--- src/rtl/decoder_n_seq_if.sv ---
// rtl/decoder_n_seq_if.sv - select handshake and decoded-output bundle for decoder_n_seq
//
// Purpose: groups the select valid/ready handshake together with the registered
//          decoder outputs so producer and decoder connect through one port.
// Signals:
//   sel        N     select code to decode (master -> slave)
//   sel_valid  1     sel is valid this cycle (master -> slave)
//   sel_ready  1     decoder accepts sel this cycle (slave -> master)
//   y          OUTS  registered one-hot output, port polarity (slave -> master)
//   y_valid    1     y holds a decoded or scanned line (slave -> master)
//   scan_idx   N     active line index while scanning, else 0 (slave -> master)
//   wrap       1     one-cycle pulse when the scan wraps to line 0 (slave -> master)
interface decoder_n_seq_if #(
   parameter int N = 2
);
   localparam int OUTS = 2 ** N;

   logic [N-1:0]    sel;
   logic            sel_valid;
   logic            sel_ready;
   logic [OUTS-1:0] y;
   logic            y_valid;
   logic [N-1:0]    scan_idx;
   logic            wrap;

   modport master (
      output sel,
      output sel_valid,
      input  sel_ready,
      input  y,
      input  y_valid,
      input  scan_idx,
      input  wrap
   );

   modport slave (
      input  sel,
      input  sel_valid,
      output sel_ready,
      output y,
      output y_valid,
      output scan_idx,
      output wrap
   );
endinterface

--- src/rtl/decoder_n_seq.sv ---
// rtl/decoder_n_seq.sv - registered N-to-2^N one-hot decoder with valid/ready select and auto-scan
//
// Purpose: decodes an accepted select code into a registered one-hot line, or in
//          scan mode walks a single active line across all outputs, each line
//          staying active for DWELL cycles. Outputs come straight from flops so
//          they are glitch-free; internally y is only ever zero or one-hot.
// Parameters:
//   N          select width, OUTS = 2**N output lines
//   DWELL      cycles each line stays active while scanning (>= 1)
//   STICKY     1: hold the last decoded line until en drops or mode changes
//              0: a decoded line is a one-cycle pulse unless another transfer follows
//   ACTIVE_LOW 1: y is inverted at the port (idle reads all ones)
// Ports:
//   clk        rising-edge clock
//   rst_n      asynchronous active-low reset
//   en         block enable, 0 forces IDLE at the next edge
//   mode       0 = decode, 1 = scan
//   bus        decoder_n_seq_if slave: sel/sel_valid/sel_ready handshake and
//              y/y_valid/scan_idx/wrap outputs
module decoder_n_seq #(
   parameter int N          = 2,
   parameter int DWELL      = 4,
   parameter int STICKY     = 0,
   parameter int ACTIVE_LOW = 0
) (
   input  logic             clk,
   input  logic             rst_n,
   input  logic             en,
   input  logic             mode,
   decoder_n_seq_if.slave   bus
);
   localparam int OUTS = 2 ** N;
   localparam int CW   = (DWELL > 1) ? $clog2(DWELL) : 1;

   typedef enum logic [1:0] {
      ST_IDLE = 2'd0,
      ST_HOLD = 2'd1,
      ST_SCAN = 2'd2
   } state_t;

   state_t          state_q,    state_d;
   logic [OUTS-1:0] y_q,        y_d;
   logic            y_valid_q,  y_valid_d;
   logic [N-1:0]    scan_idx_q, scan_idx_d;
   logic            wrap_q,     wrap_d;
   logic [CW-1:0]   cnt_q,      cnt_d;

   logic            sel_ready;
   logic            xfer;
   logic            dwell_done;

   function automatic logic [OUTS-1:0] onehot(input logic [N-1:0] idx);
      logic [OUTS-1:0] o;
      o      = '0;
      o[idx] = 1'b1;
      return o;
   endfunction

   // Ready depends on the reset pin directly so nothing is accepted while reset
   // is held, even though the state register is already IDLE.
   assign sel_ready  = rst_n & en & ~mode & (state_q != ST_SCAN);
   assign xfer       = bus.sel_valid & sel_ready;
   assign dwell_done = (cnt_q == CW'(DWELL - 1));

   always_comb begin
      state_d    = state_q;
      y_d        = y_q;
      y_valid_d  = y_valid_q;
      scan_idx_d = scan_idx_q;
      wrap_d     = 1'b0;
      cnt_d      = cnt_q;

      if (!en) begin
         state_d    = ST_IDLE;
         y_d        = '0;
         y_valid_d  = 1'b0;
         scan_idx_d = '0;
         cnt_d      = '0;
      end else if (mode) begin
         if (state_q == ST_SCAN) begin
            if (dwell_done) begin
               cnt_d      = '0;
               // scan_idx is exactly N bits, so the increment wraps modulo OUTS
               scan_idx_d = scan_idx_q + 1'b1;
               wrap_d     = &scan_idx_q;
            end else begin
               cnt_d = cnt_q + 1'b1;
            end
            y_d       = onehot(scan_idx_d);
            y_valid_d = 1'b1;
         end else begin
            // entering scan from IDLE or HOLD always restarts at line 0
            state_d    = ST_SCAN;
            y_d        = onehot('0);
            y_valid_d  = 1'b1;
            scan_idx_d = '0;
            cnt_d      = '0;
         end
      end else if (state_q == ST_SCAN) begin
         state_d    = ST_IDLE;
         y_d        = '0;
         y_valid_d  = 1'b0;
         scan_idx_d = '0;
         cnt_d      = '0;
      end else if (xfer) begin
         state_d   = ST_HOLD;
         y_d       = onehot(bus.sel);
         y_valid_d = 1'b1;
      end else if ((state_q == ST_HOLD) && (STICKY != 0)) begin
         state_d = ST_HOLD;
      end else begin
         state_d   = ST_IDLE;
         y_d       = '0;
         y_valid_d = 1'b0;
      end
   end

   always_ff @(posedge clk or negedge rst_n) begin
      if (!rst_n) begin
         state_q    <= ST_IDLE;
         y_q        <= '0;
         y_valid_q  <= 1'b0;
         scan_idx_q <= '0;
         wrap_q     <= 1'b0;
         cnt_q      <= '0;
      end else begin
         state_q    <= state_d;
         y_q        <= y_d;
         y_valid_q  <= y_valid_d;
         scan_idx_q <= scan_idx_d;
         wrap_q     <= wrap_d;
         cnt_q      <= cnt_d;
      end
   end

   assign bus.sel_ready = sel_ready;
   assign bus.y         = (ACTIVE_LOW != 0) ? ~y_q : y_q;
   assign bus.y_valid   = y_valid_q;
   assign bus.scan_idx  = scan_idx_q;
   assign bus.wrap      = wrap_q;
endmodule
--- src/flat_wrapper.sv ---
// flat-port wrapper written by rule: the top's interface ports become plain ports
module decoder_n_seq_flat 
#(
   parameter int N          = 2,
   parameter int DWELL      = 4,
   parameter int STICKY     = 0,
   parameter int ACTIVE_LOW = 0
)
  (clk, rst_n, en, mode, bus_sel, bus_sel_valid, bus_sel_ready, bus_y, bus_y_valid, bus_scan_idx, bus_wrap);
  decoder_n_seq_if #(.N(N)) bus_i ();
  input  logic clk;
  input  logic rst_n;
  input  logic en;
  input  logic mode;
  input wire logic [$bits(bus_i.sel)-1:0] bus_sel;
  input wire logic [$bits(bus_i.sel_valid)-1:0] bus_sel_valid;
  output wire logic [$bits(bus_i.sel_ready)-1:0] bus_sel_ready;
  output wire logic [$bits(bus_i.y)-1:0] bus_y;
  output wire logic [$bits(bus_i.y_valid)-1:0] bus_y_valid;
  output wire logic [$bits(bus_i.scan_idx)-1:0] bus_scan_idx;
  output wire logic [$bits(bus_i.wrap)-1:0] bus_wrap;
  assign bus_i.sel = bus_sel;
  assign bus_i.sel_valid = bus_sel_valid;
  assign bus_sel_ready = bus_i.sel_ready;
  assign bus_y = bus_i.y;
  assign bus_y_valid = bus_i.y_valid;
  assign bus_scan_idx = bus_i.scan_idx;
  assign bus_wrap = bus_i.wrap;
  decoder_n_seq #(.N(N), .DWELL(DWELL), .STICKY(STICKY), .ACTIVE_LOW(ACTIVE_LOW)) u_core (.clk(clk), .rst_n(rst_n), .en(en), .mode(mode), .bus(bus_i));
endmodule
--- config.mk ---
export PLATFORM = sky130hd
export DESIGN_NAME = decoder_n_seq_flat
export DESIGN_NICKNAME = d
export VERILOG_FILES = /design/src/rtl/decoder_n_seq_if.sv /design/src/rtl/decoder_n_seq.sv /design/src/flat_wrapper.sv
export SDC_FILE = /design/constraint.sdc
export NUM_CORES = 1
export LEC_CHECK = 0
export CAP_MARGIN = 20
export CORE_UTILIZATION = 28
export CTS_BUF_LIST = sky130_fd_sc_hd__clkbuf_4
export CTS_CLUSTER_SIZE = 12
export DETAILED_ROUTE_END_ITERATION = 10
export DONT_BUFFER_PORTS = 1
export HOLD_SLACK_MARGIN = 0.15
export PLACE_DENSITY = 0.52
export SYNTH_ARGS = -nofsm -noshare
export SYNTH_HDL_FRONTEND = slang
export SYNTH_SLANG_ARGS = --single-unit
export TNS_END_PERCENT = 50
--- constraint.sdc ---
create_clock -name clk -period 3.8 [get_ports clk]
set_input_delay 0.76 -clock clk [delete_from_list [all_inputs] [get_ports clk]]
set_output_delay 0.76 -clock clk [all_outputs]
set_load 0.05 [all_outputs]
# After elaboration in Yosys (flattened, before gate mapping)
# Cells that the tools add are included.
dict set report word_totals {
  reg_bits 12
}
dict set report classes {
  addsub 2
  order_cmp 4
  eq_ne 5
  mux 34
  bitwise 5
  reduce_logical 3
}
# cell count
set op_table {}
lappend op_table {{two-way mux 2 bit} 16}
lappend op_table {{two-way mux 4 bit} 5}
lappend op_table {{two-way mux 1 bit} 11}
lappend op_table {{less-than comparator 2 x 3 -> 1 bit, second input constant} 2}
lappend op_table {{adder 2 x 1 -> 2 bit, second input constant} 2}
lappend op_table {{AND 1 bit} 4}
lappend op_table {{demux 1 bit (select 2 bit)} 2}
lappend op_table {{== test 2 bit, second input constant} 2}
lappend op_table {{greater-or-equal comparator 2 x 1 -> 1 bit, second input constant} 2}
lappend op_table {{inequality test 3 x 1 -> 1 bit, second input constant} 1}
lappend op_table {{inequality test 3 bit, second input constant} 1}
lappend op_table {{logical AND 1 bit} 2}
lappend op_table {{inequality test 2 bit, second input constant} 1}
lappend op_table {{AND reduction 2 bit} 1}
lappend op_table {{NOT 1 bit} 1}

# Depth between registers and ports, before layout
dict set report logic_depth {
  depth_word 12
  mapped_depth 4
  depth_no_buf 4
}

# Worst setup path after synthesis
# Ideal clock, no wire load.
dict set report synth_timing {
  path_type {input to output}
  from {input mode}
  to {output bus_sel_ready}
  arrival_time_ns 1.461
  setup_slack_ns 1.579
  path_stages 2
  path_buffers 0
  cell_sequence {and2b_1 and3_1}
}
dict set report synth_via {
  elab_chain_cells 3
}
# item line_no
set synth_lines {}
lappend synth_lines {{start: declaration} flat_wrapper.sv:14} ;# input logic mode;
lappend synth_lines {{NOT 1 bit} decoder_n_seq.sv:61} ;# assign sel_ready = rst_n & en & ~mode & (state_q != ST_SCAN);
lappend synth_lines {{AND 1 bit (2 in series)} decoder_n_seq.sv:61}
lappend synth_lines {{end: declaration} flat_wrapper.sv:17} ;# output wire logic [$bits(bus_i.sel_ready)-1:0] bus_sel_ready;
# Every way passes these cells.

# Worst setup path after layout
# Ends and elaborated chain as after synthesis.

==> summary.md <==
| Metric | Value |
|---|---|
| Run status | finished, final reports clean |
| Tightest Pin Transition | about 0.6 ns |
| Synth top area cells | dfrtp_1, nand3b_1, a21oi_1 |
| Nature of the critical path endpoint | output pin |
| Crit-path leading delay family | simple AND/OR/NAND/NOR gates |
| Post-synth ARST share | 100.0% |
| Post-Synth Simple-Gate Area | approximately a quarter |
| Placed cell area | ~630 sq um |
| Layout cells sized above 1 | between 10% and 20% |
| First-pass GRT wire length | around 2000 um |
| Vias in the first global route | 411 |
| Initial antenna violation count | 0 |
| Clock sink count | 12 |
| Synthesized Nets | 65 |
| Slew HR | approximately 60% |
| Root Buffer | clkbuf_4 |
| Mean Syn Cell Area | 10.79 sq um |
| Period utilization | 59.26% |
| EDFF count, synth | 0 |
| VDD IR max | 0.1752 mV |
| DR pass1 iterations | 3 |
| GP Congestion | between 0.7 and 0.8 |
| CTS-repair resized insts | 0 |
| Prevailing post-synth register cell | dfrtp_1 |
| Max_cap viols | 0 |
| Fin. max-slew vios | 0 |
| Final Hold Fails | 0 |
| RR Endpoint | u_core.bus.y[0]$_DFF_PN0_ |
| Initial Util | a little under a third |
| Worst r2r src | u_core.bus.scan_idx[0]$_DFFE_PN0P_ |
| IO Count | 16 |
| Type of the worst setup path | in2out |
| Yosys reg bits | 12 |
| Largest family of logic cells by synthesized area | simple AND/OR/NAND/NOR gates |
| P per Cell Area | 354.8 mW/mm^2 |
| Cell count after synthesis | 56 |
| Chip height | a little under 50 um |
| Nets@finish | approximately 70 |
| Die area | roughly 0.0023 sq mm |
| Via Count | between 400 and 500 |
| Clock latency on the worst-skew pair | between 0.2 and 0.3 ns |
| Adder-Cell Fraction of Synth Area | 4.141% |
| Startpoint Class | input port |
| Sequential-to-total area share from yosys stat | about half |
| Routed WL | about 1200 um |
| Final instance area | between 600 and 700 sq um |
| Cell taking the most area after synthesis | dfrtp_1 |
| CP arrival | about 1.5 ns |
| Die width | 48.46 um |
| Global Route Usage Sum | roughly an eighth |
| Synth Cell Area | around 600 sq um |
| H-tree Lvls | 1 |
| Max Clock Freq | 444.0 MHz |
| Number of buffers created by CTS | 3 |
| Tmin final | about 2.3 ns |
| Residual DRC | 0 |
| Site row count | 16 |
| Antenna cells | 0 |
| Hold Path Class | in2async |
| Largest net degree at the start of global routing | 15 |
| Port Buffers | 0 |
| Setup_tns | 0 ns |
| R2R depth | 4 |
| CP required | roughly 3.0 ns |
| Post-synthesis mux area share | about 1.7% |
| Grt total ovfl | 0 |
| Cell Chain, Critical Path | and2b_1 > and3_1 |
| Top-area cell type share of the netlist area | around half |
| Core area | 0.002002 sq mm |
| Average wire per cell in the routed design | roughly 14 um |
| CTS tree | yes |
| Crit path largest cell delay | 0.49 ns |
| Area added between synthesis and finish | 9.938% |
| Via density per instance | about 5 |
| Critical path buffers and inverters | 0 |
| Setup violations, final | 0 |
| Post-synthesis compound-gate area fraction | 12.01% |
| Hpwl dp | ~880 um |
| Clk_skew | around 0.00094 ns |
| CTS max path bufs | 2 |
| Synth Warn # | 0 |
| RSZ-0062 raised after global routing | no |
| CP max-delay cell | and3_1 |
| Post-synthesis cell type count | 23 |
| Crit Path Max Fanout | 13 |
| Clock-pin slew on the worst setup and hold paths | approximately 0.080 ns |
| Antenna viol nets, final | 0 |
| Post-synthesis xor/xnor area fraction | under 10% |
| R2R setup slack | just under 2 ns |
| Static Leak | around 0.30 nW |
| Drt first-iter violations | 6 |
-- metrics by stage --
step                      utilization [%]  setup WS [ns]  hold slack, ns  instances  total power (W)
after floorplan                         -          1.579          0.4644         56        0.0001530
after global placement              31.37          1.546          0.4647         81        0.0001539
after detailed placement            31.37          1.543          0.4647         81        0.0001539
after CTS                           32.69          1.543          0.1574         85        0.0002387
after global routing                33.19          1.517          0.1504         86        0.0002484
final                               33.19          1.548          0.1714         86        0.0002357
-- registers in the layout, indices dropped and copies added, names as in the netlist --
signal,flops
u_core.bus.y_valid,1
u_core.bus.y,4
u_core.bus.wrap,1
u_core.cnt_q,2
u_core.state_q,2
u_core.bus.scan_idx,2
-- cell families (layout without fill, tap and decap cells) --
logic type / Yosys count / count (layout)
and+or+nand+nor: 25 / 25
DFF: 12 / 12
AOI/OAI and AO/OA: 10 / 10
buffers and inverters: 5 / 8
adders and majority gates: 2 / 2
xor gates and xnor gates: 1 / 1
muxes: 1 / 1
-- routing by layer --
layer	track usage (%)	wire, um	part of all wire (%)
met1	15.78	608	49
met2	15.96	538	44
met3	5.660	72	5.8
met4	4.412	14	1.1
met5	0	0	0
-- cell usage after synthesis (2+ instances only) --
master and instances:
a21oi_1 5, and2b_1 2, buf_2 2, dfrtp_1 12, ha_1 2, inv_1 3
nand2_1 5, nand3_1 3, nand3b_1 5, nand4_1 2, nor2_1 2, o32ai_1 2
-- layout make-up --
class	count	area (sq um)
fillers	223	1338
flip-flops and latches	12	300.3
multi-input cells	39	282.8
well taps	27	33.78
clock buffers	3	22.52
inverters	3	11.26
repair buffers	1	10.01
clock inverters	1	3.754
-- cells in the final DEF, fill, tap and decap left out, drive strengths merged --
cell type / n
a31o: 1
dlygate4sd3: 1
nor2: 2
clkbuf: 3
ha: 2
dfrtp: 12
nand2: 5
or4b: 1
inv: 3
nand2b: 2
nand3b: 5
a21oi: 5
xor2: 1
o21ai: 1
and3: 1
o32ai: 3
nand4: 2
clkinv: 1
and2: 1
mux2i: 1
and2b: 2
nand3: 4
-- report_power, final --
group	switching (W)	internal (W)	total [W]
combinational	0.0000102	0.00000623	0.0000165
sequential	0.00000672	0.000130	0.000137
clock	0.0000444	0.0000380	0.0000825
total	0.0000614	0.000174	0.000236
-- what timing repair did --
item	CTS	global route
setup buffers	0	0
endpoints found under the hold margin	0	7
hold buffers	0	1
-- worst max path at each step --
stage / to / cells past startpoint / start / slack (ns)
4_1_cts: bus_sel_ready / 2 / mode / 1.54
2_1_floorplan: bus_sel_ready / 2 / mode / 1.58
6_report: bus_sel_ready / 2 / mode / 1.55
3_5_place_dp: bus_sel_ready / 2 / mode / 1.54
3_3_place_gp: bus_sel_ready / 2 / mode / 1.55
5_1_grt: bus_sel_ready / 2 / mode / 1.52
Note: power is estimated with default switching activity, not from simulation.
